[src/rtl/ccu_clkreq_responder.sv]
// rtl/ccu_clkreq_responder.sv - per-slice clkreq/clkack responder with gated usync; CCU_RESP_PROTO_CHK_EN enables proto_err
module ccu_clkreq_responder #(
    parameter int NUM_SLICES   = 7,
    parameter int ACK_ON_DLY   = 20,
    parameter int ACK_OFF_DLY  = 30,
    parameter int USYNC_PERIOD = 16
) (
    input  logic                  clk,
    input  logic                  global_rst_b,
    input  logic [NUM_SLICES-1:0] pwell_pok,
    input  logic [NUM_SLICES-1:0] clkreq,
    output logic [NUM_SLICES-1:0] clkack,
    output logic [NUM_SLICES-1:0] clk_en,
    output logic [NUM_SLICES-1:0] usync,
    output logic [NUM_SLICES-1:0] proto_err
);
    // A zero delay would never terminate a ramp, so it collapses to one cycle.
    localparam int ON_D  = (ACK_ON_DLY  < 1) ? 1 : ACK_ON_DLY;
    localparam int OFF_D = (ACK_OFF_DLY < 1) ? 1 : ACK_OFF_DLY;
    localparam int MAX_D = (ON_D > OFF_D) ? ON_D : OFF_D;
    localparam int CW    = $clog2(MAX_D + 1);
    localparam int UW    = $clog2(USYNC_PERIOD);

    localparam logic [CW-1:0] ON_LOAD  = CW'(ON_D - 1);
    localparam logic [CW-1:0] OFF_LOAD = CW'(OFF_D - 1);
    localparam logic [UW-1:0] U_LAST   = UW'(USYNC_PERIOD - 1);

    localparam logic [1:0] ST_OFF       = 2'd0;
    localparam logic [1:0] ST_RAMP_UP   = 2'd1;
    localparam logic [1:0] ST_ON        = 2'd2;
    localparam logic [1:0] ST_RAMP_DOWN = 2'd3;

    logic [UW-1:0] ucnt;

    always_ff @(posedge clk) begin
        if (!global_rst_b) begin
            ucnt <= '0;
        end else if (ucnt == U_LAST) begin
            ucnt <= '0;
        end else begin
            ucnt <= ucnt + UW'(1);
        end
    end

    always_ff @(posedge clk) begin
        if (!global_rst_b) begin
            usync <= '0;
        end else begin
            usync <= {NUM_SLICES{ucnt == U_LAST}} & clk_en;
        end
    end

    for (genvar i = 0; i < NUM_SLICES; i++) begin : g_slice
        logic [1:0]    state;
        logic [CW-1:0] cnt;

        // Loss of power-good overrides every state, including an in-flight ramp.
        always_ff @(posedge clk) begin
            if (!global_rst_b || !pwell_pok[i]) begin
                state <= ST_OFF;
                cnt   <= '0;
            end else begin
                case (state)
                    ST_OFF: begin
                        if (clkreq[i]) begin
                            state <= ST_RAMP_UP;
                            cnt   <= ON_LOAD;
                        end
                    end
                    ST_RAMP_UP: begin
                        if (cnt == '0) begin
                            state <= ST_ON;
                        end else begin
                            cnt <= cnt - CW'(1);
                        end
                    end
                    ST_ON: begin
                        if (!clkreq[i]) begin
                            state <= ST_RAMP_DOWN;
                            cnt   <= OFF_LOAD;
                        end
                    end
                    default: begin
                        if (cnt == '0) begin
                            state <= ST_OFF;
                        end else begin
                            cnt <= cnt - CW'(1);
                        end
                    end
                endcase
            end
        end

        assign clk_en[i] = (state == ST_ON) || (state == ST_RAMP_DOWN);
        assign clkack[i] = clk_en[i];

`ifdef CCU_RESP_PROTO_CHK_EN
        logic err;

        // Ramps are entered with clkreq at the opposite level, so any mismatch seen mid-ramp is an edge.
        always_ff @(posedge clk) begin
            if (!global_rst_b) begin
                err <= 1'b0;
            end else if (pwell_pok[i] &&
                         (((state == ST_RAMP_UP) && !clkreq[i]) ||
                          ((state == ST_RAMP_DOWN) && clkreq[i]))) begin
                err <= 1'b1;
            end
        end

        assign proto_err[i] = err;
`else
        assign proto_err[i] = 1'b0;
`endif
    end

endmodule

[config.mk]
export PLATFORM = sky130hd
export DESIGN_NAME = ccu_clkreq_responder
export DESIGN_NICKNAME = d
export VERILOG_FILES = /design/src/rtl/ccu_clkreq_responder.sv
export SDC_FILE = /design/constraint.sdc
export NUM_CORES = 1
export LEC_CHECK = 0
export CAP_MARGIN = 20
export CORE_UTILIZATION = 51
export DETAILED_ROUTE_END_ITERATION = 10
export GPL_TIMING_DRIVEN = 0
export PLACE_DENSITY = 0.83
export RECOVER_POWER = 25
export REMOVE_ABC_BUFFERS = 1
export SLEW_MARGIN = 10
export SYNTH_ARGS = -nofsm -noshare
export SYNTH_HDL_FRONTEND = slang
export SYNTH_SLANG_ARGS = --single-unit
[constraint.sdc]
create_clock -name clk -period 1.8 [get_ports clk]
set_input_delay 0.45 -clock clk [delete_from_list [all_inputs] [get_ports clk]]
set_output_delay 0.45 -clock clk [all_outputs]
set_load 0.05 [all_outputs]
==> flow_metrics.tcl <==
set metrics [dict create \
    status "complete, but fails checks" \
    drt-met1-wl_mm 3.89 \
    fp.dieArea_mm2 0.00789 \
    synth-edff-count 0 \
    core-area_mm2 0.00725 \
    yosysMostFrequentCell "dfxtp_1" \
    ioPinCount 44 \
    hold_depth 1 \
    fin_ws_ns -0.0625 \
    synthTopCellsByCount "dfxtp_1, nor2_1, ha_1, inv_1, a21oi_1" \
    syn_to_final_growth_pct 37.6 \
    routed_wl_mm 9.70 \
    crit-reg2reg-capture "g_slice[6].cnt[3]" \
    wl_per_cell_um 15.3 \
    ys.flop_type "dfxtp_1" \
    ys_top_cells_by_area "dfxtp_1, ha_1, nor2_1" \
    min_from "ucnt[0]" \
    yosysSeqAreaShare_pct 31.3 \
    multiInputGateArea_mm2 0.00276 \
    yosys_warnings 0 \
    peakVddDrop_mv 0.511 \
    gp_congestion 0.881 \
    clk-insertion-delay-late_ns 0.35 \
    path_depth 6 \
    yosysTopAreaCell "dfxtp_1" \
    critPathCaptureType "register" \
    firstDrtPassIters 4 \
    grt_max_degree 16 \
    yosysUniqueCellTypes 57 \
    period_minus_slack_ns 1.86 \
    track_usage_pct 22.4 \
    syn_area_per_cell_um2 8.62 \
    cts_buffers 9 \
    nNetsFinal 592 \
    cp-start-kind "register" \
    overflow 0 \
    p_leak_nw 2.21 \
    worstPathRequired_ns 2.03 \
    hp-class "reg2reg" \
    cp.arrival_ns 2.09 \
    crit_type "reg2reg" \
    drive_above_1_share_pct 32.0 \
    port_buffers 36 \
    fp.dieW_um 88.8 \
    htree_num_levels 3 \
    synthCells 446 \
    cp_cell_sequence "inv_2 -> ha_4 -> or4b_4 -> o31ai_4 -> o21bai_1 -> a21oi_1" \
    postSynth.asyncResetShare_pct 0 \
    setup_viol 8 \
    path_clk_slew_ns 0.07 \
    slowest_stage "or4b_4" \
    skew_ns 0.00520 \
    dp_hpwl_mm 5.53 \
    final.setup.tns_ns -0.170 \
    utilization_pct 72.9 \
    hold_viol 0 \
    initial_core_util_pct 53.0 \
    drv_slew 0 \
    cts.path.max_buffers 2 \
    top_layer "met4" \
    drv_cap 0 \
    finalCritPeriodShare_pct 103 \
    rr_worst_depth 6 \
    vias_per_cell 5.70 \
    yosysTopAreaCellShare_pct 31.3 \
    clkSinkCount 60 \
    die_h_um 88.8 \
    met3WireLength_um 545 \
    rsz0062_at_grt "true" \
    relSlewSlack_pct 53.9 \
    drtIter0Drc 107 \
    fmax_mhz 537 \
    postCtsHoldBufs 0 \
    path_buf_inv 1 \
    seqCellArea_mm2 0.00125 \
    root_buffer "clkbuf_8" \
    ys_ff_latch 60 \
    holdPathEnd "ucnt[0]" \
    tightestPinTransition_ns 0.689 \
    netlist_area_mm2 0.00384 \
    worstPathMaxFanout 6 \
    r2r_slack_ns -0.06 \
    placed_cells 572 \
    n_antenna_cell 0 \
    tritoncts "done" \
    grt_pass1_wl_mm 13.8 \
    critPathMaxStageDelay_ns 0.50 \
    r2r-start "g_slice[6].cnt[0]" \
    antenna_left 0 \
    dr_wl_met2_mm 5.01 \
    num-fill-cells 521 \
    violations "setup timing" \
    antenna_found_initial 0 \
    row_count 31 \
    fin_cells 633 \
    vias 3605 \
    grt_pass1_vias 3267 \
    p_per_area_mw_per_mm2 749 \
    drt_drc_violations_left 0 \
    path_delay_family "compound AO/OA/AOI/OAI gates" \
]
[per-layer routing]
| layer | vias to the layer above | global-route usage (%) |
|---|---|---|
| li1 | 1731 | - |
| met1 | 1707 | 23.8 |
| met2 | 143 | 41.3 |
| met3 | 24 | 6.72 |
| met4 | 0 | 8.94 |
| met5 | - | 0 |
[cell type report]
cell class	count	share of cell area, %
Clock buffer	12	2.93
Clock inverter	4	1.80
Inverter	35	2.96
Multi-Input combinational cell	342	52.1
Sequential cell	60	23.6
Tap cell	99	2.34
Timing Repair Buffer	81	14.3
[power breakdown]
| group | switching (W) | total (W) | leakage (nW) | internal [W] |
|---|---|---|---|---|
| Sequential | 0.0000736 | 0.00146 | 0.500 | 0.00138 |
| Combinational | 0.000528 | 0.000976 | 1.58 | 0.000448 |
| Clock | 0.000534 | 0.00153 | 0.127 | 0.000994 |
[logic make-up after synthesis]
logic type,after synthesis,synth area share (%)
other,1,0.0976
AOI/OAI and AO/OA,103,18.9
DFF,60,31.2
and+or+nand+nor,161,22.0
buffers and inverters,50,6.25
adders and majority gates,47,15.3
muxes,19,5.08
xor gates and xnor gates,5,1.14
[timing repair]
item	CTS	global route
resized for setup	177	65
buffers inserted	24	21
pin swaps	6	18
setup endpoints to repair	61	47
[layout by cell type, fill, tap and decap left out, types with 13 or more instances in the layout]
cell type        instances
clkdlybuf4s50_1         14
ha_1                    29
buf_4                   45
nor3_1                  14
a21oi_1                 23
inv_1                   22
nand2_1                 23
dfxtp_1                 41
buf_8                   13
nor2_1                  56
[flip-flops by register name (all words and copies together), names as in the netlist]
name,count
usync,7
ucnt,4
g_slice.cnt,35
g_slice.state,14
[worst register-to-register path, cell delays in order, from the launching register on]
cell and delay, ns:
dfxtp_2 0.34, inv_2 0.08, ha_4 0.13, or4b_4 0.50, o31ai_4 0.40, o21bai_1 0.19
a21oi_1 0.11
[worst max path at each step]
stage | startpoint | end | slack, ns
floorplan | g_slice[2].state[0] | g_slice[2].cnt[2] | -0.01
global placement | g_slice[6].state[0] | clkack[6] | -0.62
detailed placement | g_slice[6].state[0] | clk_en[6] | -0.64
CTS | g_slice[1].state[0] | clk_en[1] | -0.004
global route | g_slice[6].cnt[0] | g_slice[6].cnt[3] | -0.13
finish | g_slice[6].cnt[0] | g_slice[6].cnt[3] | -0.06
[stage by stage]
step                power [W]  area [um^2]  hold WS [ns]  worst slack [ns]
floorplan             0.00203         3760         0.426           -0.0115
detailed placement    0.00221         4240         0.465            -0.642
global route          0.00414         5290         0.500            -0.134
global placement      0.00218         4240         0.443            -0.622
finish                0.00396         5290         0.469           -0.0625
CTS                   0.00380         4910         0.479          -0.00370
Power figures use the tool's default switching activity.
